$ cat src/rtl/sprite_draw_scheduler.sv
// Per-frame draw sequencer: grants the single VGA write port to each enabled
// sprite drawer in ascending index order, muxes the granted drawer's pixel
// stream straight through, and force-releases any drawer that holds the grant
// for TIMEOUT cycles.
module sprite_draw_scheduler #(
  parameter int unsigned NUM_SRC = 4,
  parameter logic [15:0] TIMEOUT = 16'd4095
) (
  input  logic                 clock,
  input  logic                 reset,
  input  logic                 draw_start,
  input  logic [NUM_SRC-1:0]   enable_mask,
  input  logic [9*NUM_SRC-1:0] src_x,
  input  logic [8*NUM_SRC-1:0] src_y,
  input  logic [6*NUM_SRC-1:0] src_colour,
  input  logic [NUM_SRC-1:0]   src_write,
  input  logic [NUM_SRC-1:0]   src_done,
  output logic [NUM_SRC-1:0]   src_draw,
  output logic [8:0]           x_draw,
  output logic [7:0]           y_draw,
  output logic [5:0]           colour,
  output logic                 VGA_write,
  output logic                 busy,
  output logic                 draw_done,
  output logic [NUM_SRC-1:0]   timeout_flags
);

  localparam int unsigned IdxW = $clog2(NUM_SRC + 1);

  typedef enum logic [1:0] {StIdle, StScan, StGrant, StDone} state_e;

  state_e             state_q, state_d;
  logic [IdxW-1:0]    idx_q, idx_d;
  logic [15:0]        cnt_q, cnt_d;
  logic [NUM_SRC-1:0] mask_q, mask_d;
  logic [NUM_SRC-1:0] tflag_q, tflag_d;

  // One-hot decode of the scan pointer; all zero once idx reaches NUM_SRC.
  logic [NUM_SRC-1:0] sel;
  logic               idx_end;

  // Decode idx into a one-hot select, avoiding a too-wide bit index.
  always_comb begin
    sel = '0;
    for (int i = 0; i < NUM_SRC; i++) begin
      sel[i] = (idx_q == IdxW'(i));
    end
    idx_end = (idx_q == IdxW'(NUM_SRC));
  end

  // Next-state logic for the frame sequencer.
  always_comb begin
    state_d = state_q;
    idx_d   = idx_q;
    cnt_d   = cnt_q;
    mask_d  = mask_q;
    tflag_d = tflag_q;
    unique case (state_q)
      StIdle: begin
        if (draw_start) begin
          mask_d  = enable_mask;
          idx_d   = '0;
          tflag_d = '0;
          state_d = StScan;
        end
      end
      StScan: begin
        if (idx_end) begin
          state_d = StDone;
        end else if (|(mask_q & sel)) begin
          cnt_d   = '0;
          state_d = StGrant;
        end else begin
          idx_d = idx_q + IdxW'(1);
        end
      end
      StGrant: begin
        cnt_d = cnt_q + 16'd1;
        // A done arriving on the timeout cycle wins and leaves no flag.
        if (|(src_done & sel)) begin
          idx_d   = idx_q + IdxW'(1);
          state_d = StScan;
        end else if (cnt_q == TIMEOUT - 16'd1) begin
          tflag_d = tflag_q | sel;
          idx_d   = idx_q + IdxW'(1);
          state_d = StScan;
        end
      end
      StDone: begin
        state_d = StIdle;
      end
      default: begin
        state_d = StIdle;
      end
    endcase
  end

  // State registers with synchronous reset.
  always_ff @(posedge clock) begin
    if (reset) begin
      state_q <= StIdle;
      idx_q   <= '0;
      cnt_q   <= '0;
      mask_q  <= '0;
      tflag_q <= '0;
    end else begin
      state_q <= state_d;
      idx_q   <= idx_d;
      cnt_q   <= cnt_d;
      mask_q  <= mask_d;
      tflag_q <= tflag_d;
    end
  end

  // Grant decode and zero-latency pixel mux driven from registered state only.
  always_comb begin
    src_draw  = '0;
    x_draw    = '0;
    y_draw    = '0;
    colour    = '0;
    VGA_write = 1'b0;
    if (state_q == StGrant) begin
      src_draw = sel;
      for (int i = 0; i < NUM_SRC; i++) begin
        if (sel[i]) begin
          x_draw    = src_x[9*i +: 9];
          y_draw    = src_y[8*i +: 8];
          colour    = src_colour[6*i +: 6];
          VGA_write = src_write[i];
        end
      end
    end
  end

  // Status outputs.
  always_comb begin
    busy          = (state_q != StIdle);
    draw_done     = (state_q == StDone);
    timeout_flags = tflag_q;
  end

endmodule

$ cat config.mk
export PLATFORM = sky130hd
export DESIGN_NAME = sprite_draw_scheduler
export DESIGN_NICKNAME = d
export VERILOG_FILES = /design/src/rtl/sprite_draw_scheduler.sv
export SDC_FILE = /design/constraint.sdc
export NUM_CORES = 1
export LEC_CHECK = 0
export ABC_AREA = 1
export CORE_ASPECT_RATIO = 0.75
export CORE_MARGIN = 10
export CORE_UTILIZATION = 36
export DETAILED_ROUTE_END_ITERATION = 10
export GPL_TIMING_DRIVEN = 0
export PLACE_DENSITY = 0.78
export REMOVE_ABC_BUFFERS = 1
export SLEW_MARGIN = 20
export SYNTH_ARGS = -nofsm -noshare
export SYNTH_HDL_FRONTEND = slang
export SYNTH_SLANG_ARGS = --single-unit
$ cat constraint.sdc
create_clock -name clock -period 1.8 [get_ports clock]
set_input_delay 0.36 -clock clock [delete_from_list [all_inputs] [get_ports clock]]
set_output_delay 0.36 -clock clock [all_outputs]
set_load 0.03 [all_outputs]
* Word-level counts from Yosys, hierarchy flattened
Cells that the tools add are included.
Word-level totals: register bits after elaboration 29, input port bits 107, output and inout port bits 34, word-level logic and storage cells 79
Operators by class: add/sub/neg operators 2, equality and inequality tests 16, multiplexer cells 40, bitwise logic cells 3, reduce and logical (&&, ||, !) cells 13
Operators with widths (number):
- $mux 9 | 5
- $mux 8 | 5
- $mux 16 | 2
- $pmux 16 s2 | 1
- $mux 6 | 5
- $add 16x1->16 const B | 1
- $eq 16x12->1 const B | 1
- $mux 4 | 4
- $mux 3 | 5
- $ne 2x2->1 const B | 6
- $mux 2 | 5
- $pmux 3 s3 | 1
- $and 4x4->4 | 2
- $pmux 2 s4 | 1
- $pmux 4 s2 | 1
- $reduce_or 4->1 | 2
- $eq 3x2->1 const B | 2
- $ne 3x3->1 const B | 2
- $reduce_and 3->1 | 2
- $reduce_bool 2->1 | 3
- $mux 1 | 5
- $reduce_and 5->1 | 1
- $eq 2x2->1 const B | 2
- $or 4x4->4 | 1
- other kinds (9) | 9

* Depth between registers and ports, before layout
Gate-level depths: netlist of the first run.
depth in word-level cells 6, depth in mapped cells 11, mapped depth without buffers 11

* Least setup slack after synthesis of the first run
No wires, ideal clock.
path type register -> output, start reg idx_q[0], end out x_draw[0], arrival time 2.071 ns, required time 1.440 ns, slack -0.631 ns, stages on the path, launching flop included 7, buffers on the path 1, cells stage by stage dfxtp_1 > ha_1 > ha_1 > nor2_1 > inv_1 > clkbuf_1 > o21ai_0
On the way: longest elaborated chain between the ends 6, elaborated cells on any way between the ends 9, classes of those cells eq/ne: 3; mux: 5; reduce/logical: 1
RTL lines:
- from (decl) | RTL line 33 | logic [IdxW-1:0] idx_q, idx_d;
- from (signal assigned) | RTL line 108 | idx_q <= idx_d;
- $logic_not 3->1 | RTL line 46 | sel[i] = (idx_q == IdxW'(i));
- $mux 9 (3 in series) | RTL line 125 | if (sel[i]) begin
- $mux 9 * | RTL line 125
- $mux 9 * | RTL line 122 | if (state_q == StGrant) begin
- to (decl) | RTL line 19 | output logic [8:0] x_draw,
Mark *: on every way between the ends. The rest lies on a longest branch, timed or not.

* Worst setup path in the final report of the first run
start reg idx_q[0], end out y_draw[6]
On the way: longest elaborated chain between the ends 6, elaborated cells on any way between the ends 9, classes of those cells eq/ne: 3; mux: 5; reduce/logical: 1
RTL lines:
- $logic_not 3->1 | RTL line 46
- $mux 8 (3 in series) | RTL line 125
- $mux 8 * | RTL line 125
- $mux 8 * | RTL line 122
- to (decl) | RTL line 20 | output logic [7:0] y_draw,
Marks and branches as above.

==> impl_results.md, run 1 <==
* IO Pins at 141
* Cells after synthesis at roughly 460
* DR WL/cell at between 20 and 25 um
* # port buffers at 140
* All-Layer GR Usage at about a quarter
* Die ar. at roughly 11,000 sq um
* Failing checks: setup timing
* Final WL at between 15,000 and 20,000 um
* Fmax achieved at 436.1 MHz
* Syn avg cell area at between 5 and 6 sq um
* Max-slew violations at 0
* Antenna violations before repair at 0
* Starting Density at 37.33%
* CP max-delay cell: dfxtp_4
* P_leak at roughly 2.2 nW
* Synth-to-layout area growth at 104.8%
* Worst Max-Slew Pin Slew at 0.6557 ns
* Most frequent cells in the layout: nand2_1 (114), clkdlybuf4s50_1 (109), nand3_1 (56), nor2_1 (53), buf_6 (39)
* Clock Root Buffer: clkbuf_8
* Drt pass-1 iters at 6
* Commonest non-fill, non-tap cell in the layout: nand2_1
* Final setup vio count at 47
* DP Wirelength at between 9000 and 10,000 um
* Max cap viols at 0
* Hold_buf cts at 0
* Vias per cell at between 5 and 6
* Rows at 26
* Cell family with most CP delay: buffers and inverters
* Min-Delay Path Class: flip-flop to flip-flop
* Final count of hold timing violations at 0
* Number of remaining DRC errors at 0
* # diodes at 0
* First-pass GRT wire length at approximately 21,000 um
* Placed instance count at roughly 680
* Crit path required time at around 1.4 ns
* Vias at between 4k and 5k
* Worst path bufs/invs at 3
* Setup TNS at -13.15 ns
* Vias in the first global route at between 3k and 4k
* Pre-CTS setup slack at -1.925 ns
* Die H at approximately 93 um
* Final Wtd Congestion at approximately 0.88
* Final Skew at between 0.008 and 0.009 ns
* Status: complete, but fails checks
* CTS tree: yes
* Worst path depth at 7
* Yosys reg bits at 29
* Clock sinks at 29
* Nets@finish at 752
* CTS Buf Count at 5
* Core area at about 6900 sq um
* Final critical-path share of the clock period at 127.4%
* CP max FO at 6
* Pwr Total at between 6 and 7 mW
* Min Tclk post-route at ~2.3 ns
* WP data arrival at about 1.9 ns
* PnR worst setup slack at -0.4933 ns
* Filler cells at about 460
* H-tree depth at 2
* Rel. slew slack at between 50 and 60%
* Cell chain of the critical path: ha_4 -> ha_4 -> nor2_4 -> clkinvlp_4 -> buf_6 -> o21ai_4 -> buf_6
* Final Non-Filler Cells at approximately 730
* Initial drt markers at 514
* Register area share after synthesis at between 20% and 30%
* Crit path launch type: flip-flop
* DIE WIDTH at approximately 120 um
* Synth Cell Area at around 2600 sq um
* Post-route ant nets at 0
* Largest net degree at the start of global routing at 26
* Post-synth cell types at 23
* Clk buf depth at 2
* Critical Path Max Stage Delay at 0.38 ns
* YS warnings at 0
* PwrDens at around 1200 nW/um^2
* Setup CP Type: flip-flop to primary output
* RSZ-0062 raised after global routing: yes
* Hold depth at 2
* Clock slew at reported path FFs at roughly 0.070 ns
* Peak VDD IR at just under 700 uV
* Total gr overflow at 0
* Worst skew pair latency at 0.29 ns
* CP endpoint kind: primary output
* R2R depth at 12
* Layout cells sized above 1 at slightly below 30%
-- worst paths after layout --
check	slack [ns]	startpoint	end
setup / recovery	-0.49	idx_q[0]$_SDFFE_PP0P_	y_draw[6]
setup reg to reg	-0.19	idx_q[0]$_SDFFE_PP0P_	idx_q[2]$_SDFFE_PP0P_
hold / removal	0.47	timeout_flags[0]$_SDFFE_PP0P_	timeout_flags[0]$_SDFFE_PP0P_
hold reg to reg	0.47	timeout_flags[0]$_SDFFE_PP0P_	timeout_flags[0]$_SDFFE_PP0P_
-- kinds of logic after synthesis --
family | Yosys count | synth area share (%)
AOI/OAI and AO/OA | 75 | 15.43
xor gates and xnor gates | 3 | 1.026
adders and majority gates | 11 | 5.371
buffers and inverters | 58 | 8.984
DFF | 29 | 22.66
and+or+nand+nor | 282 | 46.53
-- layer usage --
metal,GRT usage (%),part of all wire (%),vias up
met4,10.50,5.3,0
met2,38.41,46,288
met3,5.225,9.5,62
met5,0,0,-
li1,-,-,1878
met1,28.71,39,1921
-- power by group --
group	total (mW)	internal [mW]	leakage [nW]	switching, mW
clock	0.707	0.451	0.0585	0.257
sequential	0.874	0.758	0.239	0.115
combinational	4.69	1.95	1.86	2.74
total	6.27	3.16	2.16	3.11
-- cell usage after synthesis --
| cell | n | area share [%] |
|---|---|---|
| nand2_1 | 128 | 19 |
| nand3_1 | 79 | 15 |
| nor2_1 | 61 | 8.9 |
| o21ai_0 | 46 | 9.0 |
| inv_1 | 34 | 5.0 |
| dfxtp_1 | 29 | 23 |
| a21oi_1 | 20 | 3.9 |
| clkbuf_1 | 13 | 1.9 |
| ha_1 | 11 | 5.4 |
| nand4_1 | 9 | 2.2 |
| o211ai_1 | 6 | 1.8 |
| buf_2 | 4 | 0.78 |
| inv_2 | 3 | 0.44 |
| xor2_1 | 3 | 1.0 |
| buf_4 | 2 | 0.59 |
| nand3b_1 | 2 | 0.59 |
| nor3_1 | 2 | 0.39 |
| buf_1 | 1 | 0.15 |
| clkinv_1 | 1 | 0.15 |
| o21a_1 | 1 | 0.29 |
| o21ai_1 | 1 | 0.20 |
| o21bai_1 | 1 | 0.29 |
| or2_2 | 1 | 0.24 |
-- sequential cells by signal (all words and copies together) (netlist names) --
signal / count
cnt_q: 16
mask_q: 4
timeout_flags: 4
idx_q: 3
state_q: 2
-- stage by stage --
step / hold WS, ns / util (%) / instance area (sq um)
final: 0.4655 / 76.45 / 5248
after global placement: 0.4411 / 58.26 / 3999
after detailed placement: 0.4495 / 58.55 / 4019
after global routing: 0.4999 / 76.45 / 5248
after CTS: 0.4593 / 68.59 / 4708
after floorplan: 0.4291 / - / 2475
-- worst register-to-register path, stage by stage (launching register included) --
cell and delay [ns]:
dfxtp_4 0.40, inv_4 0.06, buf_12 0.12, ha_4 0.21, buf_6 0.14, nand3_4 0.08, nand2_4 0.07, buf_6 0.12
nor2_4 0.13, nor2_4 0.06, nor2_4 0.21, nand3_1 0.16, a21oi_2 0.16
-- cell type report --
class / count / area [sq um] / share of cell area (%)
clock inverter: 1 / 30.03 / 0.5722
timing repair inverter: 5 / 33.78 / 0.6438
tap: 98 / 122.6 / 2.337
inverter: 38 / 187.7 / 3.577
multi-input combinational: 375 / 2337 / 44.54
clock buffer: 7 / 86.33 / 1.645
timing repair buffer: 180 / 1856 / 35.36
sequential: 29 / 594.3 / 11.33
-- timing repair --
action,4_1_cts,5_1_grt
buffers inserted,23,16
setup endpoints to repair,51,54
gates resized for setup,332,90
pin swaps,25,31
hold endpoints to repair,0,0
cloned,7,4
(Power assumes the default switching activity.)
==> run 2: changes to the inputs <==
--- a/config.mk
+++ b/config.mk
@@ -8,10 +8,10 @@
 export ABC_AREA = 1
 export CORE_ASPECT_RATIO = 0.75
 export CORE_MARGIN = 10
-export CORE_UTILIZATION = 36
+export CORE_UTILIZATION = 40
 export DETAILED_ROUTE_END_ITERATION = 10
 export GPL_TIMING_DRIVEN = 0
-export PLACE_DENSITY = 0.78
+export PLACE_DENSITY = 0.83
 export REMOVE_ABC_BUFFERS = 1
 export SLEW_MARGIN = 20
 export SYNTH_ARGS = -nofsm -noshare
==> constraint.sdc (replaced) <==
create_clock -name clock -period 2.3 [get_ports clock]
set_input_delay 0.46 -clock clock [delete_from_list [all_inputs] [get_ports clock]]
set_output_delay 0.46 -clock clock [all_outputs]
set_load 0.03 [all_outputs]
==> impl_results.md, run 2 (same netlist as run 1, synthesis figures left out) <==
* Status: complete, but fails checks
* Failing checks: setup timing
* Hold slack at between 0.4 and 0.5 ns
* Sequential Area at ~600 sq um
* Critical path origin: idx_q[0]$_SDFFE_PP0P_
* R2R depth at 11
* DP Wirelength at 9225 um
* Largest net degree at the start of global routing at a little over 50
* # port buffers at 140
* First-pass GRT wire length at ~20,000 um
* Crit path launch type: flip-flop
* Initial drt markers at between 500 and 600
* Pre-CTS setup slack at -1.390 ns
* R2R setup slack at ~0.29 ns
* Layout cells sized above 1 at about 19%
* Setup CP Type: flip-flop to primary output
* P_leak at between 1.5 and 2 nW
* Final critical-path share of the clock period at 105.9%
* Fin util at 74.18%
* Max reg flops at 16
* Total gr overflow at 0
* Number of remaining DRC errors at 0
* Worst skew pair latency at between 0.2 and 0.3 ns
* Rel. slew slack at between 60% and 70%
* All-Layer GR Usage at roughly a quarter
* Drt pass-1 iters at 8
* Rows at 25
* Max cap viols at 0
* Vias at between 4k and 5k
* Final WL at around 14,000 um
* Final setup vio count at 15
* Final Skew at approximately 0.0044 ns
* Hold_buf cts at 0
* Die ar. at around 10,000 sq um
* Commonest non-fill, non-tap cell in the layout: nand2_1
* Fmax achieved at 410.6 MHz
* Worst Max-Slew Pin Slew at about 0.55 ns
* Clock sinks at 29
* CTS tree: yes
* M3 GR Usage at 3.890%
* Reg2reg start: idx_q[0]$_SDFFE_PP0P_
* Nets@finish at approximately 740
* Antenna violations before repair at 0
* Multi-input gate area at ~2000 sq um
* CP Capture Point: colour[4]
* DR WL/cell at 19.69 um
* # diodes at 0
* Filler cells at 480
* Clock Root Buffer: clkbuf_8
* WP data arrival at 1.98 ns
* Clock slew at reported path FFs at around 0.070 ns
* CTS Buf Count at 5
* M1 GR Usage at just over 30%
* Final count of hold timing violations at 0
* IO Pins at around 140
* H-tree depth at 2
* Most frequent cells in the layout: nand2_1 (124), clkdlybuf4s50_1 (111), nand3_1 (66), nor2_1 (59), buf_4 (41)
* GRT Max-Usage Layer: met2
* PwrDens at between 900 and 1000 nW/um^2
* Vias per cell at ~5.7
* Seq pwr share at between 10% and 20%
* Hold_sp: timeout_flags[0]$_SDFFE_PP0P_
* Vias in the first global route at 3,552
* PnR worst setup slack at -0.1356 ns
* Die H at 89.32 um
* Min Tclk post-route at 2.436 ns
* Comb power frac at 72.8%
* Largest register by flop count: cnt_q
* Synth-to-layout area growth at 81.10%
* Net Switching at ~2.1 mW
* Peak VDD IR at between 800 and 900 uV
* Final Wtd Congestion at between 0.9 and 1
* Post-route ant nets at 0
* Max-slew violations at 0
* Reg2reg end: cnt_q[13]$_SDFFE_PP0P_
* Starting Density at 40.96%
* Core area at between 6000 and 7000 sq um
* Clk buf depth at 2
* Min-Delay Path Class: flip-flop to flip-flop
* Clock share of power at between 10% and 20%
* CP endpoint kind: primary output
* Setup TNS at -1.284 ns
* Sw frac at between 40 and 50%
* Int Power at 2.122 mW
* CP max FO at 5
* DIE WIDTH at between 100 and 150 um
* Routing usage on met2 at a little under half
* RSZ-0062 raised after global routing: yes
* Crit path required time at between 1.5 and 2 ns
run 2: cell types whose count changed in the layout (fill, tap and decap cells not counted), moves of 9 or more:
cell / before / now
o21ai_2: 18 / 1
nand2_1: 114 / 124
o21ai_1: 13 / 25
o21ai_0: 9 / 18
nand3_1: 56 / 66
buf_6: 39 / 11
buf_4: 23 / 41
nand2_2: 11 / 2
run 2: worst min path at each step:
stage	to	slack, ns	cells after the start
floorplan	mask_q[3]$_SDFFE_PP0P_	0.45	2
global placement	timeout_flags[1]$_SDFFE_PP0P_	0.44	2
detailed placement	timeout_flags[1]$_SDFFE_PP0P_	0.45	2
CTS	timeout_flags[1]$_SDFFE_PP0P_	0.46	2
global route	timeout_flags[0]$_SDFFE_PP0P_	0.48	2
finish	timeout_flags[0]$_SDFFE_PP0P_	0.46	2
run 2: area by class of cell:
cell class                      count  area share [%]
Sequential cell                    29           12.75
Clock buffer                        7           2.076
Multi-Input combinational cell    372           43.06
Inverter                           38           3.829
Clock inverter                      1          0.1078
Timing Repair inverter              5          0.6740
Tap cell                           81           2.184
Timing Repair Buffer              172           35.32
run 2: critical path: stages, from the launching register on:
cell and delay (ns):
dfxtp_4 0.37, inv_4 0.08, ha_4 0.16, inv_4 0.04
nor2_4 0.18, buf_6 0.17, buf_12 0.12, nand3_2 0.07
nand3_2 0.08, o21ai_1 0.06, o21ai_1 0.15, buf_4 0.19
run 2: power groups by stage:
stage	combinational (mW)	clock [mW]	sequential (mW)
after detailed placement	2.21	0	0.657
after global routing	3.29	0.509	0.683
after floorplan	1.32	0	0.675
final	3.09	0.484	0.671
after global placement	2.14	0	0.652
after CTS	2.80	0.477	0.666
run 2: per-stage QoR:
stage                     area (sq um)  std cells  total power, mW
after floorplan                   2475        438            1.997
after global placement            3978        659            2.793
after detailed placement          3994        660            2.867
after CTS                         4427        694            3.941
after global routing              4641        705            4.482
final                             4641        705            4.242
run 2: per-layer routing:
layer / wire length, um / vias up
li1: - / 1843
met1: 5585 / 1887
met2: 6706 / 251
met3: 1062 / 44
met4: 524 / 0
met5: 0 / -
run 2: timing repair:
item / CTS / global route
cloned: 4 / 5
endpoints found under the setup margin: 38 / 38
resized for setup: 228 / 62
pin swaps: 7 / 23
setup buffers: 22 / 10
==> run 3: changes to the inputs <==
--- a/config.mk
+++ b/config.mk
@@ -12,7 +12,6 @@
 export DETAILED_ROUTE_END_ITERATION = 10
 export GPL_TIMING_DRIVEN = 0
 export PLACE_DENSITY = 0.83
-export REMOVE_ABC_BUFFERS = 1
 export SLEW_MARGIN = 20
 export SYNTH_ARGS = -nofsm -noshare
 export SYNTH_HDL_FRONTEND = slang
==> impl_results.md, run 3 (same netlist as run 1, synthesis figures left out) <==
* Clock sinks at 29
* Antenna violations before repair at 0
* Largest net degree at the start of global routing at 11
* Vias in the first global route at about 3.5k
* Max cap viols at 0
* Total gr overflow at 0
* Starting Density at slightly above 40%
* Layout cells sized above 1 at about a fifth
* CTS Buf Count at 5
* Drt pass-1 iters at 5
* Filler cells at between 500 and 600
* Initial drt markers at approximately 300
* Final critical-path share of the clock period at between 90% and 100%
* All-Layer GR Usage at between 20 and 25%
* Final Wtd Congestion at just under 1
* Pre-CTS setup slack at -1.275 ns
* Max-slew violations at 0
* Final Skew at about 0.003 ns
* DR WL/cell at 16.90 um
* Clock Root Buffer: clkbuf_8
* Most frequent cells in the layout: nand2_1 (126), clkdlybuf4s50_1 (111), nand3_1 (60), nor2_1 (59), inv_1 (29)
* Worst Max-Slew Pin Slew at between 0.5 and 0.6 ns
* Crit path launch type: flip-flop
* DP Wirelength at a little over 9000 um
* Status: finished clean
* Syn nets at 576
* Vias per cell at between 5 and 6
* CP endpoint kind: primary output
* Rows at 25
* DIE WIDTH at 112.4 um
* Setup TNS at 0 ns
* CTS tree: yes
* PnR worst setup slack at around 0.0053 ns
* PwrDens at 862.3 nW/um^2
* Clock slew at reported path FFs at around 0.06 ns
* Max reg flops at 16
* Post-route ant nets at 0
* Fmax achieved at between 400 and 500 MHz
* H-tree depth at 2
* # diodes at 0
* Final count of hold timing violations at 0
* Core area at ~6300 sq um
* Setup CP Type: flip-flop to primary output
* WP data arrival at roughly 1.8 ns
* Number of remaining DRC errors at 0
* Clk buf depth at 2
* Synth-to-layout area growth at 77.78%
* # port buffers at 140
* Die H at around 89 um
* Largest register by flop count: cnt_q
* Nets@finish at between 700 and 800
* First-pass GRT wire length at between 15,000 and 20,000 um
* Crit path required time at 1.84 ns
* CP max FO at 5
* Final setup vio count at 0
* Placed instance area at about 4100 sq um
* Min-Delay Path Class: flip-flop to flip-flop
* Final WL at 11,760 um
* Min Tclk post-route at 2.295 ns
* IO Pins at ~140
* Peak VDD IR at 700.3 uV
* Fin util at between 70% and 80%
* Vias at approximately 3.7k
* Worst skew pair latency at 0.29 ns
* RSZ-0062 raised after global routing: yes
* Die ar. at between 10,000 and 15,000 sq um
* P_leak at 1.956 nW
* Commonest non-fill, non-tap cell in the layout: nand2_1
* Rel. slew slack at between 60% and 70%
* Cell area after layout at around 4600 sq um
-- run 3: cell types whose count changed in the layout (fill, tap and decap cells not counted), moves of 3 or more --
cell        change
o21ai_2        +15
nand3_1         -6
buf_8           +5
nand3_2         +8
buf_6           +7
buf_4          -21
clkbuf_4        +5
clkinvlp_4      -5
o21ai_1        -13
clkbuf_1        +3
-- run 3: critical path, stage by stage (launching register included) --
cell and delay [ns]:
dfxtp_4 0.37, inv_4 0.08, ha_4 0.15, inv_4 0.05, nor2_4 0.20, buf_6 0.16
nand3_1 0.06, nand3_1 0.08, o21ai_1 0.08, o21ai_1 0.13, buf_4 0.17
-- run 3: per-layer routing --
metal / vias to the layer above / global-route usage [%] / wire length, um
met5: - / 0 / 0
met4: 0 / 5.172 / 160
met3: 19 / 4.829 / 841
met2: 182 / 40.21 / 5876
met1: 1702 / 26.66 / 4884
li1: 1828 / - / -
-- run 3: worst paths after layout --
path                                  from                       endpoint  slack, ns  cells past startpoint
max                  idx_q[0]$_SDFFE_PP0P_                      y_draw[2]      0.005                     10
min          timeout_flags[0]$_SDFFE_PP0P_  timeout_flags[0]$_SDFFE_PP0P_       0.46                      2
max reg2reg          idx_q[0]$_SDFFE_PP0P_          cnt_q[0]$_SDFFE_PP0P_       0.38                      9
min reg2reg  timeout_flags[0]$_SDFFE_PP0P_  timeout_flags[0]$_SDFFE_PP0P_       0.46                      2
-- run 3: what timing repair did --
| item | in CTS | in global routing |
|---|---|---|
| gates cloned | 3 | 0 |
| gates resized for setup | 213 | 92 |
| buffers inserted | 5 | 1 |
| endpoints found under the hold margin | 0 | 0 |
| pin swaps | 4 | 17 |
| setup endpoints to repair | 28 | 29 |
| hold buffers | 0 | 0 |
-- run 3: layout make-up --
class                   instances  area [sq um]  area share [%]
plain buffers                  20         197.7           4.339
clock buffers                   6         72.57           1.593
clock inverters                 2         10.01          0.2197
inverters                      38         157.7           3.461
multi-input cells             372          1992           43.72
flip-flops and latches         29         589.3           12.94
well taps                      81         101.3           2.225
repair buffers                148          1435           31.50
-- run 3: stage by stage --
| stage | hold slack (ns) | instances | power [mW] |
|---|---|---|---|
| after global placement | 0.4387 | 679 | 2.926 |
| after global routing | 0.4956 | 696 | 4.191 |
| final | 0.4580 | 696 | 3.928 |
| after CTS | 0.4559 | 695 | 3.614 |
| after detailed placement | 0.4463 | 679 | 2.984 |
| after floorplan | 0.4549 | 458 | 2.136 |
-- run 3: power breakdown --
part	switching, mW	leakage (nW)	internal (mW)	total, mW
combinational	1.70	1.67	1.15	2.84
clock	0.207	0.0450	0.209	0.416
sequential	0.0785	0.238	0.590	0.669
